File: src/rtl/rst_seq_gen.sv
`default_nettype none
// ============================================================================
// Module   : rst_seq_gen
// Purpose  : Reset source: holds all active-low outputs low, then staggers release.
// Revision : 1.0
// ============================================================================
module rst_seq_gen #(
    parameter int HOLD_CYCLES    = 16,
    parameter int STAGGER_CYCLES = 4,
    parameter int NUM_OUTS       = 3
) (
    input  logic                CLK,
    input  logic                RST,
    input  logic                SW_RST_REQ,
    output logic [NUM_OUTS-1:0] RST_OUT_N,
    output logic                BUSY,
    output logic                DONE
);

    localparam int c_MAX_HS = (HOLD_CYCLES > STAGGER_CYCLES) ? HOLD_CYCLES : STAGGER_CYCLES;
    localparam int c_MAX    = (c_MAX_HS > NUM_OUTS) ? c_MAX_HS : NUM_OUTS;
    localparam int c_CNT_W  = $clog2(c_MAX) + 1;

    localparam logic [c_CNT_W-1:0] c_HOLD_LAST = c_CNT_W'(HOLD_CYCLES - 1);
    localparam logic [c_CNT_W-1:0] c_STAG_LAST = c_CNT_W'(STAGGER_CYCLES - 1);
    localparam logic [c_CNT_W-1:0] c_IDX_LAST  = c_CNT_W'(NUM_OUTS - 1);

    typedef enum logic [1:0] {
        ST_IDLE    = 2'd0,
        ST_ASSERT  = 2'd1,
        ST_RELEASE = 2'd2
    } state_t;

    state_t                r_state,    w_state_nxt;
    logic [c_CNT_W-1:0]    r_hold_cnt, w_hold_nxt;
    logic [c_CNT_W-1:0]    r_stag_cnt, w_stag_nxt;
    logic [c_CNT_W-1:0]    r_idx,      w_idx_nxt;
    logic [NUM_OUTS-1:0]   r_out_n,    w_out_nxt;
    logic                  r_busy,     w_busy_nxt;
    logic                  r_done,     w_done_nxt;
    logic                  r_req_prev;
    logic                  w_trigger;

    // req_prev resets high so a request held through reset is not seen as an edge
    assign w_trigger = SW_RST_REQ & ~r_req_prev;

    always_ff @(posedge CLK or negedge RST) begin
        if (!RST) begin
            r_state    <= ST_ASSERT;
            r_hold_cnt <= '0;
            r_stag_cnt <= '0;
            r_idx      <= '0;
            r_out_n    <= '0;
            r_busy     <= 1'b1;
            r_done     <= 1'b0;
            r_req_prev <= 1'b1;
        end else begin
            r_state    <= w_state_nxt;
            r_hold_cnt <= w_hold_nxt;
            r_stag_cnt <= w_stag_nxt;
            r_idx      <= w_idx_nxt;
            r_out_n    <= w_out_nxt;
            r_busy     <= w_busy_nxt;
            r_done     <= w_done_nxt;
            r_req_prev <= SW_RST_REQ;
        end
    end

    always_comb begin
        w_state_nxt = r_state;
        w_hold_nxt  = r_hold_cnt;
        w_stag_nxt  = r_stag_cnt;
        w_idx_nxt   = r_idx;
        w_out_nxt   = r_out_n;
        w_busy_nxt  = r_busy;
        w_done_nxt  = 1'b0;

        // A trigger outranks any release or DONE due on the same edge
        if (w_trigger) begin
            w_state_nxt = ST_ASSERT;
            w_hold_nxt  = '0;
            w_stag_nxt  = '0;
            w_idx_nxt   = '0;
            w_out_nxt   = '0;
            w_busy_nxt  = 1'b1;
        end else begin
            case (r_state)
                ST_ASSERT: begin
                    w_out_nxt = '0;
                    if (r_hold_cnt == c_HOLD_LAST) begin
                        w_stag_nxt = '0;
                        if (NUM_OUTS == 1) begin
                            w_state_nxt = ST_IDLE;
                            w_out_nxt   = '1;
                            w_busy_nxt  = 1'b0;
                            w_done_nxt  = 1'b1;
                        end else begin
                            w_state_nxt  = ST_RELEASE;
                            w_out_nxt[0] = 1'b1;
                            w_idx_nxt    = c_CNT_W'(1);
                        end
                    end else begin
                        w_hold_nxt = r_hold_cnt + c_CNT_W'(1);
                    end
                end
                ST_RELEASE: begin
                    if (r_stag_cnt == c_STAG_LAST) begin
                        w_stag_nxt = '0;
                        for (int i = 0; i < NUM_OUTS; i++) begin
                            if (r_idx == c_CNT_W'(i)) begin
                                w_out_nxt[i] = 1'b1;
                            end
                        end
                        if (r_idx == c_IDX_LAST) begin
                            w_state_nxt = ST_IDLE;
                            w_out_nxt   = '1;
                            w_busy_nxt  = 1'b0;
                            w_done_nxt  = 1'b1;
                        end else begin
                            w_idx_nxt = r_idx + c_CNT_W'(1);
                        end
                    end else begin
                        w_stag_nxt = r_stag_cnt + c_CNT_W'(1);
                    end
                end
                ST_IDLE: begin
                    w_out_nxt  = '1;
                    w_busy_nxt = 1'b0;
                end
                default: begin
                    // Unreachable encoding: fall back into a fresh reset hold
                    w_state_nxt = ST_ASSERT;
                    w_hold_nxt  = '0;
                    w_out_nxt   = '0;
                    w_busy_nxt  = 1'b1;
                end
            endcase
        end
    end

    assign RST_OUT_N = r_out_n;
    assign BUSY      = r_busy;
    assign DONE      = r_done;

endmodule
`default_nettype wire

File: config.mk
export PLATFORM = sky130hd
export DESIGN_NAME = rst_seq_gen
export DESIGN_NICKNAME = d
export VERILOG_FILES = /design/src/rtl/rst_seq_gen.sv
export SDC_FILE = /design/constraint.sdc
export NUM_CORES = 1
export LEC_CHECK = 0
export CORE_UTILIZATION = 30
export DETAILED_ROUTE_END_ITERATION = 6
export GPL_TIMING_DRIVEN = 0
export SYNTH_ARGS = -nofsm -noshare
export SYNTH_HDL_FRONTEND = slang
export SYNTH_SLANG_ARGS = --single-unit
File: constraint.sdc
create_clock -name CLK -period 1.9 [get_ports CLK]
set_input_delay 0.57 -clock CLK [delete_from_list [all_inputs] [get_ports CLK]]
set_output_delay 0.57 -clock CLK [all_outputs]
set_load 0.005 [all_outputs]
==> impl_metrics.toml <==
[logic_synthesis]
synth.yosys.warnings = 0
synth.area.top_cells = "dfrtp_1 (38%), ha_1 (10%), dfstp_2 (6.0%)"
syn-num-nets = 147
avgSynthCellArea_um2 = 9.94
syn_area_um2 = 1320
synth_top_area_cell = "dfrtp_1"
synth_cell_types = 36
yosysTopAreaCellShare_pct = 37.8
synth_seq_cells = 23
yosysSeqAreaShare_pct = 43.8
syn_inst = 133

[outcome]
violations = "negative setup slack"
status = "complete, but fails checks"

[route]
drtPass1Iterations = 4
drc = 0
wire_per_inst_um = 13.9
vias_per_cell = 5.24
antenna_left = 0
wirelength_um = 2920
dr_total_vias = 1101
drt-initial-drc-count = 69

[global_routing]
grt_max_degree = 24
grt_pass1_wl_um = 4890
overflow = 0
grt_pass1_vias = 1143
grt_usage_pct = 13.8
antenna_found_initial = 0

[placed_design]
place_congestion = 0.794
place_inst = 190
dp_hpwl_um = 1930
pre_cts_slack_ns = -0.513
portBuffers = 7

[floorplan]
die-width_um = 68.4
initial_core_util_pct = 32.1
die_height_um = 68.4
ios = 8
dieArea_um2 = 4680
coreArea_um2 = 4120
rows = 23

[hold_path]
min-delay-path-class = "reg2reg"
min_path_cells = 2

[layout]
post_route_cells_drive_above_1_share_pct = 31.9
diodes = 0
final_util_pct = 42.4
nets = 175
syn2layout_area_growth_pct = 31.9
regArea_um2 = 581
n_fill_cell = 388
multi_input_area_um2 = 791
finalNonFillerCells = 210

[sta]
finalCritPeriodShare_pct = 102
tightest_slew_ns = 1.03
clock.fmax_mhz = 514
layout_setup_ws_ns = -0.0471
setup_viol_count_final = 4
slew-limit-headroom_pct = 31.0
finalHoldViolCount = 0
hold-worst-slack_ns = 0.498
fin_skew_ns = 0.00511
rsz0062_at_grt = "true"
min_period_ns = 1.95
drv_slew = 0

[clocking]
ctsHtreeMaxLevel = 1
hold_buffers = 0
cts_root_buffer = "clkbuf_8"
clock_path_buffers = 2
path_clk_slew_ns = 0.08
cts.sinks = 23
cts_buffers = 3
clock_latency_ns = 0.26
cts_tree = "yes"

[worst_setup_path]
cp_max_fo = 5
reg2regPathDepth = 6
crit_required_ns = 2.05
worst_ep_arrival_time_ns = 2.09
crit_type = "reg2reg"
crit_path_end_kind = "flop"
worstSetupStartpointType = "flop"

[power]
pwr-share-comb_pct = 31.4
power_density_nw_per_um2 = 778
leakagePower_nw = 0.778
p_seq_share_pct = 46.5
p_switching_w = 0.000413
p_clk_share_pct = 22.1
p_int_w = 0.000944
vdd_drop_max_uv = 281
p_sw_share_pct = 30.4

[flow_run]
maxCapViolations = 0
[power groups by stage]
| stage | Sequential, W | Clock [W] | Combinational [W] |
|---|---|---|---|
| after floorplan | 0.000630 | 0 | 0.000213 |
| after global placement | 0.000636 | 0 | 0.000331 |
| after detailed placement | 0.000639 | 0 | 0.000344 |
| after CTS | 0.000630 | 0.000317 | 0.000367 |
| after global routing | 0.000640 | 0.000329 | 0.000475 |
| final | 0.000630 | 0.000300 | 0.000426 |
[kinds of logic after synthesis]
kind of cell | after synthesis | synth area share (%)
AOI/OAI and AO/OA | 40 | 20.7
buffers and inverters | 12 | 3.50
DFF | 23 | 43.8
muxes | 3 | 2.55
adders and majority gates | 11 | 10.4
and+or+nand+nor | 44 | 19.0
[timing repair]
| action | in CTS | in global routing |
|---|---|---|
| setup endpoints to repair | 19 | 19 |
| pin swaps | 2 | 3 |
| hold endpoints to repair | 0 | 0 |
| gates resized for setup | 15 | 17 |
| buffers inserted | 9 | 10 |
[flip-flops by register name, indices dropped and copies added (netlist names)]
signal      count
BUSY            1
DONE            1
RST_OUT_N       3
r_hold_cnt      5
r_idx           5
r_req_prev      1
r_stag_cnt      5
r_state         2
[per-layer routing]
layer	share of wire, %	global-route usage, %	up-vias
met5	0	0	-
met4	1.2	4.43	0
met3	2.7	2.50	5
met2	51	24.6	23
met1	45	16.5	531
li1	-	-	542
[placed cells by master (no fill, tap or decap), types with 3 or more instances in the layout]
master and n:
nand2_1 8, a31oi_1 8, nand2b_1 3, dfrtp_1 19, o21ai_0 11, buf_4 14
nor3_1 4, clkdlybuf4s50_1 6, ha_1 6, dfstp_2 3, a21oi_1 4, a22o_1 3
clkbuf_8 3, nand3_1 3, buf_6 4, ha_2 3, inv_1 8, nor2_1 5
[synthesized netlist by cell type]
cell type,number
o211ai_1,2
a22o_1,3
dfstp_2,3
inv_1,9
clkbuf_1,2
o21ai_0,11
nand2_1,10
nor2b_1,4
nor4b_1,1
nor3_2,1
nand4b_1,1
a2bb2oi_1,1
dfrtp_1,20
and4_1,2
a31oi_1,9
and3_1,2
nand2b_1,3
mux2_2,1
o2bb2ai_1,2
a21o_1,1
nor3_1,4
or4b_4,1
a41oi_1,1
a32o_1,2
mux2_1,2
or3_1,1
ha_1,11
buf_2,1
nand3_1,4
a211oi_1,1
o211ai_4,1
or4b_1,1
nor2_1,6
or4_1,1
or2_2,2
a21oi_1,6
[area by class of cell]
| class | instances | share of cell area (%) |
|---|---|---|
| repair buffers | 24 | 12.1 |
| plain buffers | 2 | 1.08 |
| clock inverters | 1 | 0.287 |
| clock buffers | 3 | 2.37 |
| well taps | 50 | 3.59 |
| flip-flops and latches | 23 | 33.3 |
| multi-input cells | 98 | 45.3 |
| inverters | 9 | 1.94 |
[path summary, 6_finish.rpt]
path / start / endpoint / slack [ns]
worst max-delay path: r_stag_cnt[1] / RST_OUT_N[2] / -0.05
worst min-delay path: r_hold_cnt[4] / r_hold_cnt[4] / 0.50
worst max register to register: r_stag_cnt[1] / RST_OUT_N[2] / -0.05
worst min register to register: r_hold_cnt[4] / r_hold_cnt[4] / 0.50
max in group asynchronous: RST / r_idx[0] / 0.35
min in group asynchronous: RST / r_hold_cnt[2] / 0.87
[worst max-delay path, cell delays in order, from the launching register on]
cell and delay [ns]:
dfrtp_1 0.40, ha_4 0.15, or4b_4 0.45, buf_6 0.15, o211ai_4 0.25, buf_6 0.14
mux2_4 0.29
[through the flow]
stage          cell area, um^2  TNS (ns)  power [W]
6_report                  1740    -0.132    0.00136
5_1_grt                   1740    -0.420    0.00144
3_5_place_dp              1460     -7.03   0.000983
4_1_cts                   1620   -0.0504    0.00131
2_1_floorplan             1320         0   0.000843
3_3_place_gp              1460     -6.84   0.000967
(Power assumes the default switching activity.)
